<file path="src/rtl/adc_scan_ctrl.sv">
// adc_scan_ctrl: sequencer for the 8-channel analog acquisition path.
// It walks the enabled channels in ascending order. For each channel it
// selects the analog mux, waits for settling, pulses CNVST_N, and reads the
// 16-bit result MSB first over SCLK/SDOUT. It then strobes the result out.
module adc_scan_ctrl #(
  parameter int SETTLE_CYC = 200,
  parameter int CONV_CYC   = 160,
  parameter int CLK_DIV    = 4
) (
  input  logic        CLK_100M,
  input  logic        rst_n,
  input  logic [7:0]  ch_en_i,
  input  logic        scan_start_i,
  input  logic        continuous_i,
  output logic        busy_o,
  output logic [7:0]  ad_sel_o,
  output logic        ad_cnvst_n_o,
  output logic        ad_sclk_o,
  input  logic        ad_sdout_i,
  output logic        res_valid_o,
  output logic [2:0]  res_ch_o,
  output logic [15:0] res_data_o,
  output logic        scan_done_o
);

  typedef enum logic [2:0] {
    IDLE, SELECT, PULSE, CONV, SHIFT, STORE, NEXT
  } state_t;

  localparam int PULSE_CYC = 4;
  localparam int CNT_MAX0  = (SETTLE_CYC > CONV_CYC) ? SETTLE_CYC : CONV_CYC;
  localparam int CNT_MAX   = (CNT_MAX0 > PULSE_CYC) ? CNT_MAX0 : PULSE_CYC;
  localparam int CNT_W     = $clog2(CNT_MAX + 1);
  localparam int DIV_W     = $clog2(CLK_DIV + 1);

  localparam logic [CNT_W-1:0] SETTLE_LAST = CNT_W'(SETTLE_CYC - 1);
  localparam logic [CNT_W-1:0] PULSE_LAST  = CNT_W'(PULSE_CYC - 1);
  localparam logic [CNT_W-1:0] CONV_LAST   = CNT_W'(CONV_CYC - 1);
  localparam logic [DIV_W-1:0] DIV_LAST    = DIV_W'(CLK_DIV - 1);

  state_t            state_q, state_d;
  logic [CNT_W-1:0]  cnt_q, cnt_d;
  logic [DIV_W-1:0]  div_q, div_d;
  logic [3:0]        bit_q, bit_d;
  logic              sclk_q, sclk_d;
  logic [7:0]        mask_q, mask_d;
  logic [2:0]        ch_q, ch_d;
  logic [14:0]       shift_q, shift_d;
  logic [15:0]       res_data_q, res_data_d;
  logic [2:0]        res_ch_q, res_ch_d;
  logic              sdout_q;
  logic [7:0]        hi_mask;

  // Index of the lowest set bit of a channel mask (0 when the mask is empty).
  function automatic logic [2:0] lowest_bit(input logic [7:0] m);
    lowest_bit = 3'd0;
    for (int i = 7; i >= 0; i--) begin
      if (m[i]) lowest_bit = 3'(i);
    end
  endfunction

  // Enabled channels strictly above the current one.
  assign hi_mask = mask_q & (8'hFE << ch_q);

  // State register.
  always_ff @(posedge CLK_100M or negedge rst_n) begin
    if (!rst_n) state_q <= IDLE;
    else        state_q <= state_d;
  end

  // Datapath registers: counters, channel bookkeeping, shifter and result.
  always_ff @(posedge CLK_100M or negedge rst_n) begin
    if (!rst_n) begin
      cnt_q      <= '0;
      div_q      <= '0;
      bit_q      <= '0;
      sclk_q     <= 1'b0;
      mask_q     <= '0;
      ch_q       <= '0;
      shift_q    <= '0;
      res_data_q <= '0;
      res_ch_q   <= '0;
      sdout_q    <= 1'b0;
    end else begin
      cnt_q      <= cnt_d;
      div_q      <= div_d;
      bit_q      <= bit_d;
      sclk_q     <= sclk_d;
      mask_q     <= mask_d;
      ch_q       <= ch_d;
      shift_q    <= shift_d;
      res_data_q <= res_data_d;
      res_ch_q   <= res_ch_d;
      sdout_q    <= ad_sdout_i;
    end
  end

  // Next-state and datapath update logic for the scan sequence.
  always_comb begin
    state_d    = state_q;
    cnt_d      = cnt_q;
    div_d      = div_q;
    bit_d      = bit_q;
    sclk_d     = sclk_q;
    mask_d     = mask_q;
    ch_d       = ch_q;
    shift_d    = shift_q;
    res_data_d = res_data_q;
    res_ch_d   = res_ch_q;
    case (state_q)
      IDLE: begin
        if (scan_start_i && (ch_en_i != 8'd0)) begin
          mask_d  = ch_en_i;
          ch_d    = lowest_bit(ch_en_i);
          cnt_d   = '0;
          state_d = SELECT;
        end
      end
      SELECT: begin
        if (cnt_q == SETTLE_LAST) begin
          cnt_d   = '0;
          state_d = PULSE;
        end else begin
          cnt_d = cnt_q + 1'b1;
        end
      end
      PULSE: begin
        if (cnt_q == PULSE_LAST) begin
          cnt_d   = '0;
          state_d = CONV;
        end else begin
          cnt_d = cnt_q + 1'b1;
        end
      end
      CONV: begin
        if (cnt_q == CONV_LAST) begin
          cnt_d   = '0;
          div_d   = '0;
          bit_d   = '0;
          sclk_d  = 1'b0;
          state_d = SHIFT;
        end else begin
          cnt_d = cnt_q + 1'b1;
        end
      end
      SHIFT: begin
        if (div_q == DIV_LAST) begin
          div_d  = '0;
          sclk_d = ~sclk_q;
          if (sclk_q) begin
            shift_d = {shift_q[13:0], sdout_q};
            if (bit_q == 4'd15) begin
              res_data_d = {shift_q, sdout_q};
              res_ch_d   = ch_q;
              sclk_d     = 1'b0;
              state_d    = STORE;
            end else begin
              bit_d = bit_q + 1'b1;
            end
          end
        end else begin
          div_d = div_q + 1'b1;
        end
      end
      STORE: begin
        state_d = NEXT;
      end
      NEXT: begin
        cnt_d = '0;
        if (hi_mask != 8'd0) begin
          ch_d    = lowest_bit(hi_mask);
          state_d = SELECT;
        end else if (continuous_i && (ch_en_i != 8'd0)) begin
          mask_d  = ch_en_i;
          ch_d    = lowest_bit(ch_en_i);
          state_d = SELECT;
        end else begin
          state_d = IDLE;
        end
      end
      default: begin
        state_d = IDLE;
      end
    endcase
  end

  // Pin and status outputs decoded from the current state.
  always_comb begin
    busy_o       = (state_q != IDLE);
    ad_sel_o     = 8'd0;
    ad_cnvst_n_o = 1'b1;
    res_valid_o  = 1'b0;
    scan_done_o  = 1'b0;
    case (state_q)
      SELECT, CONV, SHIFT, STORE: ad_sel_o = 8'd1 << ch_q;
      PULSE: begin
        ad_sel_o     = 8'd1 << ch_q;
        ad_cnvst_n_o = 1'b0;
      end
      NEXT: scan_done_o = (hi_mask == 8'd0);
      default: ;
    endcase
    if (state_q == STORE) res_valid_o = 1'b1;
  end

  assign ad_sclk_o  = sclk_q;
  assign res_ch_o   = res_ch_q;
  assign res_data_o = res_data_q;

endmodule

</file>
<file path="config.mk">
export PLATFORM = sky130hd
export DESIGN_NAME = adc_scan_ctrl
export DESIGN_NICKNAME = d
export VERILOG_FILES = /design/src/rtl/adc_scan_ctrl.sv
export SDC_FILE = /design/constraint.sdc
export NUM_CORES = 1
export LEC_CHECK = 0
export CORE_ASPECT_RATIO = 0.7
export CORE_MARGIN = 4
export CORE_UTILIZATION = 40
export DETAILED_ROUTE_END_ITERATION = 10
export HOLD_SLACK_MARGIN = 0.12
export SLEW_MARGIN = 20
export SYNTH_ARGS = -nofsm -noshare
export SYNTH_HDL_FRONTEND = slang
export SYNTH_SLANG_ARGS = --single-unit
export TNS_END_PERCENT = 5
</file>
<file path="constraint.sdc">
create_clock -name CLK_100M -period 2.1 [get_ports CLK_100M]
set_input_delay 0.42 -clock CLK_100M [delete_from_list [all_inputs] [get_ports CLK_100M]]
set_output_delay 0.42 -clock CLK_100M [all_outputs]
set_load 0.01 [all_outputs]
</file>
[After elaboration in Yosys (flattened, before gate mapping)]
Index checks and enable logic that the tools add are counted.
Word-level totals
  flip-flop bits (word level): 65
  bits of input ports: 13
  output and inout port bits: 32
  word-level logic and storage cells: 116
Cells by class
  add/sub/neg operators: 3
  equality and inequality tests: 22
  shifts and indexed selects: 2
  mux-type cells: 56
  bitwise operators: 2
  reduce and logical (&&, ||, !) cells: 20
Operators by type and width (count)
  $mux W3: 28
  $mux W8: 8
  $pmux W8 S5: 1
  $pmux W3 S7: 1
  $ne A2 B2 Y1 const B: 10
  $eq A8 B8 Y1 const B: 2
  $mux W4: 4
  $pmux W8 S2: 1
  $reduce_bool A8 Y1: 2
  $pmux W3 S2: 2
  $eq A3 B2 Y1 const B: 3
  $eq A3 B3 Y1 const B: 3
  $mux W1: 9
  $reduce_and A3 Y1: 3
  $add A8 B1 Y8 const B: 1
  $and A8 B8 Y8: 1
  $eq A8 B2 Y1 const B: 1
  $logic_not A8 Y1: 1
  $pmux W4 S2: 1
  $reduce_and A4 Y1: 2
  $shl A1 B3 Y8 const A: 1
  $shl A8 B3 Y8 const A: 1
  $reduce_and A7 Y1: 1
  $reduce_and A5 Y1: 1
  other kinds (14): 17

[Longest topological paths before layout]
  word-level depth: 12
  depth in mapped cells: 8
  gate-level depth less buffers: 7

[Worst setup path after synthesis]
No wires, ideal clock.
  path kind: register to register
  start point: register cnt_q[0]
  end point: register bit_q[2]
  library setup time: 0.121 ns
  arrival time: 1.873 ns
  required time: 1.979 ns
  slack: 0.106 ns
  stages on the path, launching flop included: 9
  path buffers: 1
  clock period less this slack: 1.994 ns
  cell sequence: dfrtp_1 > ha_1 > and3_1 > nand4_1 > or4b_1 > buf_2 > o21ai_2 > o21ai_1 > a22o_1
Between the ends
  longest elaborated chain between the ends: 3
RTL lines
  start: declaration: line 42  | logic [CNT_W-1:0] cnt_q, cnt_d;
  start signal: assignment: line 85  | cnt_q <= cnt_d;
  $eq A8 B8 Y1: line 136  | if (cnt_q == CONV_LAST) begin
  $ne A2 B2 Y1 (no line)
  $reduce_and A5 Y1 (no line)
  end signal: assignment: line 87  | bit_q <= bit_d;
  end: declaration: line 44  | logic [3:0] bit_q, bit_d;
No other way between the ends.
A chain may end at the register's enable or synchronous reset.

[Final worst setup path]
  start point: register state_q[1]
  end point: output ad_sel_o[1]
Between the ends
  longest elaborated chain between the ends: 3
  elaborated cells on any way between the ends: 7
  classes of those cells: eq/ne: 5; mux: 1; reduce/logical: 1
RTL lines
  start: declaration: line 41  | state_t state_q, state_d;
  start signal: assignment: line 68  | else state_q <= state_d;
  $eq A3 B3 Y1 (tied with other cells): line 194  | case (state_q)
  $reduce_or A5 Y1 (no line) *
  $mux W8 *
  end: declaration: line 16  | output logic [7:0] ad_sel_o,
Every way passes the cells marked *; elsewhere a longest branch is shown, timed or not.

==> metrics.yaml <==
min-delay-start: "sdout_q"
maxSlewViolCount: 0
htreeDepth: 3
dr.pass1.iters: 5
finalHoldViolations: 0
finalWorstSetupSlack_ns: 0.09082
drv_cap: 0
drt_wl_total_mm: 7.003
rows: 26
synth-seq-cells: 64
start_kind: "flop"
pre_cts_ws_ns: -0.08042
die_area_um2: 9301
cts_tree: "yes"
start_util_pct: 41.89
vias_per_cell: 4.957
netlist_area_um2: 3120
relSlewSlack_pct: 70.15
grt_pass1_wl_mm: 11.81
clkTransAtPathRegs_ns: 0.08
leakage_nw: 2.065
top_usage_layer: "met1"
grt_usage_pct: 16.31
path_class: "reg2out"
clock_latency_ns: 0.34
period_share_pct: 95.68
post_synth_main_area_contributors: "dfrtp_1 (51%), mux2_2 (9.7%), nand2_1 (7.8%)"
p_per_area_nw_per_um2: 611.2
die_h_um: 81.90
use_met1_pct: 23.42
met2_usage_pct: 23.33
synth_seq_area_share_pct: 51.32
grt_overflow_total: 0
hold_class: "reg2reg"
dp.cells: 495
num_antenna_cells: 0
yosysTopAreaCell: "dfrtp_1"
clock-sinks: 64
slowest_stage: "dfrtp_2"
layoutNonFillerInstCount: 513
period_needed_ns: 2.009
final_antenna_net_count: 0
grt_util_met3_pct: 5.965
yosysUniqueCellTypes: 50
critPathMaxStageDelay_ns: 0.44
critPathCaptureType: "output port"
arrival_ns: 1.59
drtIter0Drc: 166
critPathBufInv: 1
yosysWarnings: 0
wl_per_cell_um: 13.65
antenna_found_initial: 0
core_um2: 7450
r2r-start: "cnt_q[0]"
cts-root-buf: "clkbuf_8"
vias: 2543
port_buffers: 44
synth_cells: 316
status: "finished, final reports clean"
dpl.hpwl_mm: 5.068
cts_inserted_buffers: 9
clockBufferDepth: 2
die_x_um: 113.6
crit_family: "simple AND/OR/NAND/NOR gates"
gp_congestion: 0.8288
tightest_slew_ns: 0.4478
avgSynthCellArea_um2: 9.875
drc: 0
synth.top_cell.area_share_pct: 51.32
critPathLaunch: "state_q[1]"
finClkSkew_ns: 0.01084
syn_to_final_growth_pct: 37.37
nFillCells: 675
postLayoutCoreUtil_pct: 57.54
nets: 426
finalSetupViolations: 0
synth_fp_nets: 332
irDropWorstVdd_v: 0.0003762
ioPinCount: 45
drive_above_1_share_pct: 27.71
cp_cell_sequence: "nor2_4 -> nand2_1 -> and2_4 -> nand2b_1 -> nor2_1 -> dlygate4sd2_1"
grt_max_degree: 36
first_global_vias: 2400
required_ns: 1.68
critPathMaxFanout: 4
max_freq_mhz: 497.7
rsz0062_at_grt: "yes"
placed cells by master, fill, tap and decap left out, types with 3 or more instances in the layout:
cell type | synthesis | layout
nand2_1 | 65 | 64
dfrtp_2 | 0 | 3
nor2_1 | 16 | 14
clkdlybuf4s50_1 | 0 | 32
or3_1 | 3 | 3
dlygate4sd2_1 | 0 | 6
inv_1 | 10 | 10
buf_4 | 3 | 50
dfrtp_1 | 64 | 61
nand3_1 | 14 | 14
a21oi_1 | 20 | 20
inv_6 | 0 | 3
nor2b_1 | 5 | 3
o21a_1 | 4 | 4
bufinv_16 | 0 | 3
o21ai_1 | 3 | 4
mux2i_1 | 4 | 4
and3_1 | 8 | 8
o21ai_0 | 11 | 10
mux2_2 | 27 | 27
nor3_1 | 4 | 4
clkbuf_8 | 0 | 9
nand2b_1 | 6 | 6
o31ai_1 | 3 | 3
flip-flops by register name, indices dropped and copies added (netlist names):
signal and count:
state_q 3, cnt_q 8, shift_q 15, mask_q 7
sdout_q 1, ch_q 3, res_ch_o 3, res_data_o 16
ad_sclk_o 1, bit_q 4, div_q 3
report_power, final:
group,internal [mW],switching [mW]
logic,0.0331,0.0397
registers,1.23,0.000466
clock network,0.803,0.511
total,2.07,0.552
cells by family (layout without fill, tap and decap cells):
| group | after synthesis | in the layout | synth area share (%) |
|---|---|---|---|
| simple gates | 135 | 135 | 21.33 |
| xor+xnor | 1 | 1 | 0.2807 |
| flops | 64 | 64 | 51.32 |
| mux | 31 | 31 | 11.03 |
| compound gates | 59 | 59 | 11.67 |
| buf+inv | 23 | 122 | 3.167 |
| fa+ha+maj | 3 | 3 | 1.203 |
per-layer routing:
metal | share of wire (%) | wire (um)
met5 | 0 | 0
met4 | 0.47 | 33
met3 | 6.6 | 460
met2 | 41 | 2897
met1 | 52 | 3612
synthesized netlist by cell type, drive strengths merged:
| master | count |
|---|---|
| nand2 | 65 |
| dfrtp | 64 |
| mux2 | 27 |
| a21oi | 20 |
| nor2 | 18 |
| nand3 | 15 |
| o21ai | 15 |
| inv | 11 |
| and3 | 8 |
| clkbuf | 8 |
| nand2b | 6 |
| nor2b | 5 |
| buf | 4 |
| mux2i | 4 |
| nor3 | 4 |
| o21a | 4 |
| ha | 3 |
| nor4b | 3 |
| o31ai | 3 |
| or3 | 3 |
| a22o | 2 |
| a31oi | 2 |
| nand4 | 2 |
| nor4 | 2 |
| o22ai | 2 |
| a211oi | 1 |
| a21boi | 1 |
| a21o | 1 |
| a221oi | 1 |
| a2bb2oi | 1 |
| a32oi | 1 |
| and2 | 1 |
| and4b | 1 |
| o211ai | 1 |
| o21bai | 1 |
| o2bb2ai | 1 |
| o32ai | 1 |
| o41ai | 1 |
| or4 | 1 |
| or4b | 1 |
| xnor2 | 1 |
worst paths after layout:
kind / slack [ns] / to / cells past startpoint
worst min register to register: 0.48 / shift_q[0] / 2
worst min-delay path: 0.48 / shift_q[0] / 2
max in group asynchronous: 1.11 / mask_q[3] / 3
worst max register to register: 0.11 / state_q[0] / 7
worst max-delay path: 0.09 / ad_sel_o[1] / 6
min in group asynchronous: 0.64 / ad_sclk_o / 3
worst reg2reg max path: cells and delay by family (launching register included):
kind	cells	cell delay (ns)
AND/OR/NAND/NOR	4	1.16
flip-flops	1	0.40
adder cells (fa/ha/maj)	1	0.17
AO/OA/AOI/OAI	1	0.14
buffers and inverters	1	0.06
per-stage QoR:
stage	power [mW]	TNS, ns	instance area, um^2	hold slack, ns
floorplan	1.263	0	3120	0.1244
global placement	1.331	-2.046	3989	0.4462
detailed placement	1.331	-0.8369	3989	0.4619
CTS	2.666	0	4248	0.4773
global route	2.737	-0.03857	4287	0.4707
finish	2.620	0	4287	0.4832
final cells by class:
type                            count  area (um^2)  area share (%)
Sequential cell                    64         1605           37.45
Multi-Input combinational cell    229         1470           34.30
Timing Repair Buffer               95        798.3           18.62
Clock inverter                      7        125.1           2.919
Clock buffer                        9        123.9           2.890
Tap cell                           98        122.6           2.860
Inverter                           11        41.29          0.9632
what timing repair did:
action / 4_1_cts / 5_1_grt
resized for setup: 20 / 17
pin swaps: 1 / 1
hold buffers: 1 / 0
setup buffers: 1 / 0
setup endpoints to repair: 12 / 16
endpoints found under the hold margin: 27 / 0
(Power assumes the default switching activity.)
